## config.mk

```make
export PLATFORM = sky130hd
export DESIGN_NAME = uart_cmd_frame_parser
export DESIGN_NICKNAME = d
export VERILOG_FILES = /design/src/rtl/uart_cmd_frame_parser.sv
export SDC_FILE = /design/constraint.sdc
export NUM_CORES = 1
export LEC_CHECK = 0
export CAP_MARGIN = 20
export CORE_ASPECT_RATIO = 0.5
export CORE_MARGIN = 2
export CORE_UTILIZATION = 47
export DETAILED_ROUTE_END_ITERATION = 8
export GPL_ROUTABILITY_DRIVEN = 1
export GPL_TIMING_DRIVEN = 0
export PLACE_DENSITY_LB_ADDON = 0.2
export SETUP_SLACK_MARGIN = 0.05
export SYNTH_ARGS = -nofsm -noshare
export SYNTH_HDL_FRONTEND = slang
export SYNTH_SLANG_ARGS = --single-unit
```

## constraint.sdc

```tcl
create_clock -name clk -period 1.8 [get_ports clk]
set_input_delay 0.36 -clock clk [delete_from_list [all_inputs] [get_ports clk]]
set_output_delay 0.36 -clock clk [all_outputs]
set_load 0.005 [all_outputs]
```

## src/rtl/uart_cmd_frame_parser.sv

```systemverilog
// Purpose: assembles 3-byte command frames (SYNC, ID, CHECK) from a UART byte
// stream, latches validated 6-bit command IDs for the display, and rejects or
// aborts malformed or stalled frames while counting them.
// Ports:
//   clk        in   rising-edge system clock
//   nRESET     in   asynchronous active-low reset
//   rx_data    in   received byte, sampled when rx_valid=1
//   rx_valid   in   one-cycle byte strobe
//   id_out     out  last validated command ID, held until next good frame
//   id_valid   out  one-cycle pulse when id_out updates
//   frame_err  out  one-cycle pulse on a rejected or aborted frame
//   err_count  out  saturating count of frame_err pulses
//   busy       out  high while a frame is partially received
module uart_cmd_frame_parser #(
    parameter logic [7:0]  SYNC_BYTE    = 8'hA5,
    parameter int unsigned TIMEOUT_CYC  = 1000,
    parameter bit          REVERSE_BITS = 1'b1
) (
    input  logic       clk,
    input  logic       nRESET,
    input  logic [7:0] rx_data,
    input  logic       rx_valid,
    output logic [5:0] id_out,
    output logic       id_valid,
    output logic       frame_err,
    output logic [7:0] err_count,
    output logic       busy
);

    localparam int unsigned CNT_W = (TIMEOUT_CYC > 1) ? $clog2(TIMEOUT_CYC) : 1;
    localparam logic [CNT_W-1:0] TO_LAST = CNT_W'(TIMEOUT_CYC - 1);

    typedef enum logic [1:0] {
        ST_IDLE     = 2'd0,
        ST_WAIT_ID  = 2'd1,
        ST_WAIT_CHK = 2'd2
    } state_e;

    state_e           state_q, state_d;
    logic [5:0]       id_tmp_q, id_tmp_d;
    logic [5:0]       id_q, id_d;
    logic             id_valid_q, id_valid_d;
    logic             ferr_q, ferr_d;
    logic [7:0]       err_q, err_d;
    logic             busy_q, busy_d;
    logic [CNT_W-1:0] cnt_q, cnt_d;

    logic [7:0] b_rev;
    logic [7:0] b;

    // Byte path: optional bit reversal for LSB-first sources
    always_comb begin
        b_rev = 8'h00;
        for (int i = 0; i < 8; i++) begin
            b_rev[i] = rx_data[7-i];
        end
        b = REVERSE_BITS ? b_rev : rx_data;
    end

    // Next-state and output logic
    always_comb begin
        state_d    = state_q;
        id_tmp_d   = id_tmp_q;
        id_d       = id_q;
        id_valid_d = 1'b0;
        ferr_d     = 1'b0;
        cnt_d      = cnt_q;

        if (rx_valid) begin
            // A byte always wins over a timeout expiring in the same cycle
            cnt_d = '0;
            unique case (state_q)
                ST_IDLE: begin
                    if (b == SYNC_BYTE) state_d = ST_WAIT_ID;
                end
                ST_WAIT_ID: begin
                    if (b[7:6] == 2'b00) begin
                        id_tmp_d = b[5:0];
                        state_d  = ST_WAIT_CHK;
                    end else begin
                        ferr_d  = 1'b1;
                        state_d = (b == SYNC_BYTE) ? ST_WAIT_ID : ST_IDLE;
                    end
                end
                ST_WAIT_CHK: begin
                    if (b == ~{2'b00, id_tmp_q}) begin
                        id_d       = id_tmp_q;
                        id_valid_d = 1'b1;
                        state_d    = ST_IDLE;
                    end else begin
                        ferr_d  = 1'b1;
                        state_d = (b == SYNC_BYTE) ? ST_WAIT_ID : ST_IDLE;
                    end
                end
                default: state_d = ST_IDLE;
            endcase
        end else if (state_q == ST_IDLE) begin
            cnt_d = '0;
        end else if (cnt_q == TO_LAST) begin
            ferr_d  = 1'b1;
            state_d = ST_IDLE;
            cnt_d   = '0;
        end else begin
            cnt_d = cnt_q + CNT_W'(1);
        end

        err_d  = (ferr_d && (err_q != 8'hFF)) ? err_q + 8'd1 : err_q;
        busy_d = (state_d != ST_IDLE);
    end

    // State and output registers
    always_ff @(posedge clk or negedge nRESET) begin
        if (!nRESET) begin
            state_q    <= ST_IDLE;
            id_tmp_q   <= 6'h00;
            id_q       <= 6'h00;
            id_valid_q <= 1'b0;
            ferr_q     <= 1'b0;
            err_q      <= 8'h00;
            busy_q     <= 1'b0;
            cnt_q      <= '0;
        end else begin
            state_q    <= state_d;
            id_tmp_q   <= id_tmp_d;
            id_q       <= id_d;
            id_valid_q <= id_valid_d;
            ferr_q     <= ferr_d;
            err_q      <= err_d;
            busy_q     <= busy_d;
            cnt_q      <= cnt_d;
        end
    end

    assign id_out    = id_q;
    assign id_valid  = id_valid_q;
    assign frame_err = ferr_q;
    assign err_count = err_q;
    assign busy      = busy_q;

endmodule

```

; Word-level counts from Yosys, hierarchy flattened
; Cells that the tools add are included.
[op_classes]
n_addsub = 2
n_mul = 0
n_div = 0
n_lt_le_gt_ge = 0
eq_ne = 6
shifts = 0
mux = 20
bitwise_logic = 1
reduce_logical = 6
[op_table]
columns = cell, n
row1 = $mux W10, 3
row2 = $add A10 B1 Y10 const B, 1
row3 = $eq A10 B10 Y1 const B, 1
row4 = $mux W1, 10
row5 = $mux W2, 5
row6 = $add A8 B1 Y8 const B, 1
row7 = $eq A8 B8 Y1, 1
row8 = $eq A8 B8 Y1 const B, 1
row9 = $ne A8 B8 Y1 const B, 1
row10 = $not A6 Y8, 1
row11 = $pmux W2 S3, 1
row12 = $reduce_and A3 Y1, 2
row13 = $logic_not A2 Y1, 2
row14 = $eq A2 B1 Y1 const B, 1
row15 = $eq A2 B2 Y1 const B, 1
row16 = $pmux W1 S2, 1
row17 = $reduce_bool A2 Y1, 1
row18 = $logic_and A1 B1 Y1, 1
[word_totals]
regBits = 35
latchBits = 0
ramBits = 0
romBits = 0
input_bits = 11
out_inout_bits = 17
elab_cells = 43
mem_count = 0

; Longest topological paths before layout
[depth]
ltp_word = 6
depth_mapped = 7
mapped_depth_nobuf = 7

; Worst setup path after synthesis
; OpenSTA, ideal clock, no wires.
[synth_timing]
path_kind = reg-to-reg
startpoint = register state_q[1]
endpoint = register err_q[6] (netlist: err_count[6])
setup_time_ns = 0.128
arrival_ns = 1.619
required_time_ns = 1.672
setup_slack_ns = 0.054
stages_incl_launch_ff = 8
n_path_buf = 0
synth_period_minus_slack_ns = 1.746
path_cell_list = dfrtp_1 inv_1 ha_1 o21a_1 o211ai_1 a21oi_2 o2111ai_2 mux2_1
[synth_via]
elab_chain_len = 4
[synth_lines]
columns = element, line
row1 = "start, declared", 39  ; state_e state_q, state_d;
row2 = "start signal, assigned", 123  ; state_q <= state_d;
row3 = $eq A2 B2 Y1 (tied with other cells), 72  ; unique case (state_q)
row4 = $pmux W1 S2 or $mux W1 (tied branches), "72, 97"
row5 = $mux W1 (*), 69  ; if (rx_valid) begin
row6 = $logic_and A1 B1 Y1 (*), 107  ; err_d = (ferr_d && (err_q != 8'hFF)) ? err_q + 8'd1 : err_q;
row7 = "end signal, assigned", 128  ; err_q <= err_d;
row8 = "end, declared", 44  ; logic [7:0] err_q, err_d;
; Every way passes the cells marked *; elsewhere a longest branch is shown, timed or not.
; A chain may end at the register's enable or synchronous reset.

; Worst setup path in the final report
; Ends and elaborated chain as after synthesis.

==> results.toml <==
[global_routing]
grt_pass1_wl_um = 5460
grt_start_max_net_pins = 36
grt_overflow_total = 0
grt_pass1_vias = 1204
antenna_found_initial = 0
grtUsageTotal_pct = 16.9

[setup_path]
cpMaxStageDelayCell = "dfrtp_1"
max_stage_delay_ns = 0.41
arrival_ns = 1.96
cp.required_ns = 1.97
worstPathMaxFanout = 6
critPathBufInv = 1
worst_setup_path_end_kind = "flop"
path_cells = "inv_2 -> ha_4 -> o21a_4 -> o211ai_1 -> a21oi_4 -> o2111ai_2 -> mux2_4"
start_kind = "flop"
critPathKind = "reg2reg"
crit_family = "compound AO/OA/AOI/OAI gates"

[timing]
fin_tns_setup_ns = 0
slew_headroom_pct = 48.9
grt_setup_unrepaired = "yes"
worst_slew_pin_slew_ns = 0.766
fin_crit_sh_pct = 99.6
fin_crit_ns = 1.79
hold_viol_final = 0
drv_slew = 0
finalSetupViolCount = 0
max_freq_mhz = 558
finalClockSkew_ns = 0.00701

[die]
dieArea_um2 = 4210
start_util_pct = 49.8
fp.dieH_um = 46.9
placeableCoreArea_um2 = 3470
die_x_um = 89.8
io_pins = 28
row_count = 15

[clock_network]
root_buffer = "clkbuf_8"
clockBufferDepth = 2
cts.sinks = 35
cts_made_buffers = 5
hold_buffers = 0
clk-insertion-delay-late_ns = 0.28
clk_pin_slew_ns = 0.07
cts_tree = "done"
cts_htree_levels = 2

[power_and_ir_drop]
power.total_mw = 1.99
power_density_nw_per_um2 = 835
ir_drop_mv = 0.540
leakagePower_nw = 1.07

[synthesis]
netlist.area_leader.share_pct = 50.7
synth_cells = 149
yosys_register_bits = 35
synth_area_leaders = "dfrtp_1 (51%), xnor2_1 (8.1%), mux2_2 (7.8%), ha_1 (4.3%), nor2_1 (2.8%)"
synth_seq_area_share_pct = 50.7
synth_top_area_cell = "dfrtp_1"
ys_async_sr_fraction_pct = 100
syn_nets = 166
ys_types = 37
synth.most_common_cell = "dfrtp_1"
syn_area_um2 = 1730
synthTopCellsByCount = "dfrtp_1 (35), xnor2_1 (16), nor2_1 (13)"
synth-edff-count = 0
yosysWarnings = 0
syn_area_per_cell_um2 = 11.6
synth_flop_cell = "dfrtp_1"

[placed_design]
port_buffers = 27
placed_area_um2 = 2060
place_inst = 227
hpwl_um = 2140
gp_congestion = 0.814

[detailed_routing]
drtIter0Drc = 67
vias_per_cell = 5.12
postRouteAntennaNets = 0
via_count = 1250
drtPass1Iterations = 4
wl_um = 3410
drc = 0
wire_per_inst_um = 14.0

[layout]
num_antenna_cells = 0
post-route-util_pct = 68.6
drive_gt1_share_pct = 30.1
finalNonFillerCells = 244
nets = 209
fin_area_um2 = 2380
fill_cells = 248
area_delta_synth_final_pct = 37.9

[status]
status = "finished clean"

[min_path]
hp-class = "in2async"

[flow_run]
max_cap_viol_count = 0
-- worst reg2reg max path, stage by stage (launching register included) --
cell,delay (ns)
dfrtp_1,0.41
inv_2,0.11
ha_4,0.15
o21a_4,0.14
o211ai_1,0.13
a21oi_4,0.27
o2111ai_2,0.17
mux2_4,0.31
-- cell type report --
cell class / instances / area [µm²] / share of cell area [%]
Buffer: 3 / 22.5 / 0.945
Clock buffer: 7 / 76.3 / 3.20
Clock inverter: 1 / 5.00 / 0.210
Inverter: 5 / 18.8 / 0.788
Multi-Input combinational cell: 106 / 975 / 40.9
Sequential cell: 35 / 877 / 36.8
Tap cell: 51 / 63.8 / 2.68
Timing Repair Buffer: 36 / 344 / 14.4
-- power by group --
part / internal [mW] / switching, mW / leakage [nW] / total, mW
Sequential: 0.854 / 0.0719 / 0.485 / 0.926
Clock: 0.271 / 0.268 / 0.0422 / 0.540
Combinational: 0.275 / 0.247 / 0.547 / 0.522
-- repair_timing --
action / in CTS / in global routing
setup buffers: 5 / 4
endpoints found under the setup margin: 16 / 20
pin swaps: 8 / 7
gates resized for setup: 20 / 27
-- sequential cells by signal, summed over array words and instances (netlist names) --
register	count
id_valid	1
id_tmp_q	6
state_q	2
busy	1
id_out	6
err_count	8
frame_err	1
cnt_q	10
-- final timing paths --
check	startpoint	end	slack, ns	depth (start not counted)
worst max-delay path	state_q[1]$_DFF_PN0_	err_count[6]$_DFFE_PN0P_	0.008	7
worst min-delay path	nRESET	err_count[1]$_DFFE_PN0P_	0.15	1
worst max register to register	state_q[1]$_DFF_PN0_	err_count[6]$_DFFE_PN0P_	0.008	7
worst min register to register	id_out[1]$_DFFE_PN0P_	id_out[1]$_DFFE_PN0P_	0.51	1
max in group asynchronous	nRESET	state_q[0]$_DFF_PN0_	1.12	1
min in group clk	rx_valid	cnt_q[2]$_DFF_PN0_	0.44	2
-- logic make-up (layout without fill, tap and decap cells) --
family | after synthesis | count (layout) | synth area share, %
simple gates | 49 | 49 | 15.9
mux | 14 | 14 | 9.12
xor+xnor | 20 | 20 | 10.1
flops | 35 | 35 | 50.7
compound gates | 17 | 17 | 7.82
buf+inv | 8 | 52 | 2.03
fa+ha+maj | 6 | 6 | 4.34
-- metrics by stage --
stage               setup slack [ns]  hold slack [ns]
floorplan                     0.0535           0.0644
global route                 -0.0778            0.210
detailed placement            -0.417            0.454
CTS                          -0.0462            0.179
global placement              -0.411            0.447
finish                       0.00801            0.147
-- metal layers --
layer / share of wire (%) / up-vias / GRT usage (%) / wire (µm)
met5: 0 / - / 0 / 0
met4: 1.0 / 0 / 6.77 / 34
met3: 3.3 / 5 / 5.46 / 114
met2: 47 / 21 / 27.1 / 1600
met1: 49 / 618 / 22.3 / 1660
li1: - / 606 / - / -
-- cell usage in the layout, fill, tap and decap left out, types with 3 or more instances in the layout --
cell and count:
dfrtp_1 34, clkdlybuf4s50_1 17, nor2_1 12, xnor2_1 10, nand2_1 8, buf_4 8, mux2_4 8, nand3_1 7
xnor2_2 6, mux2_2 6, clkbuf_8 5, dlygate4sd2_1 5, nor3_1 4, xor2_1 4, o211ai_1 4, and3_1 4
dlymetal6s2s_1 4, inv_1 3, buf_6 3, clkbuf_1 3
Power figures use the tool's default switching activity.
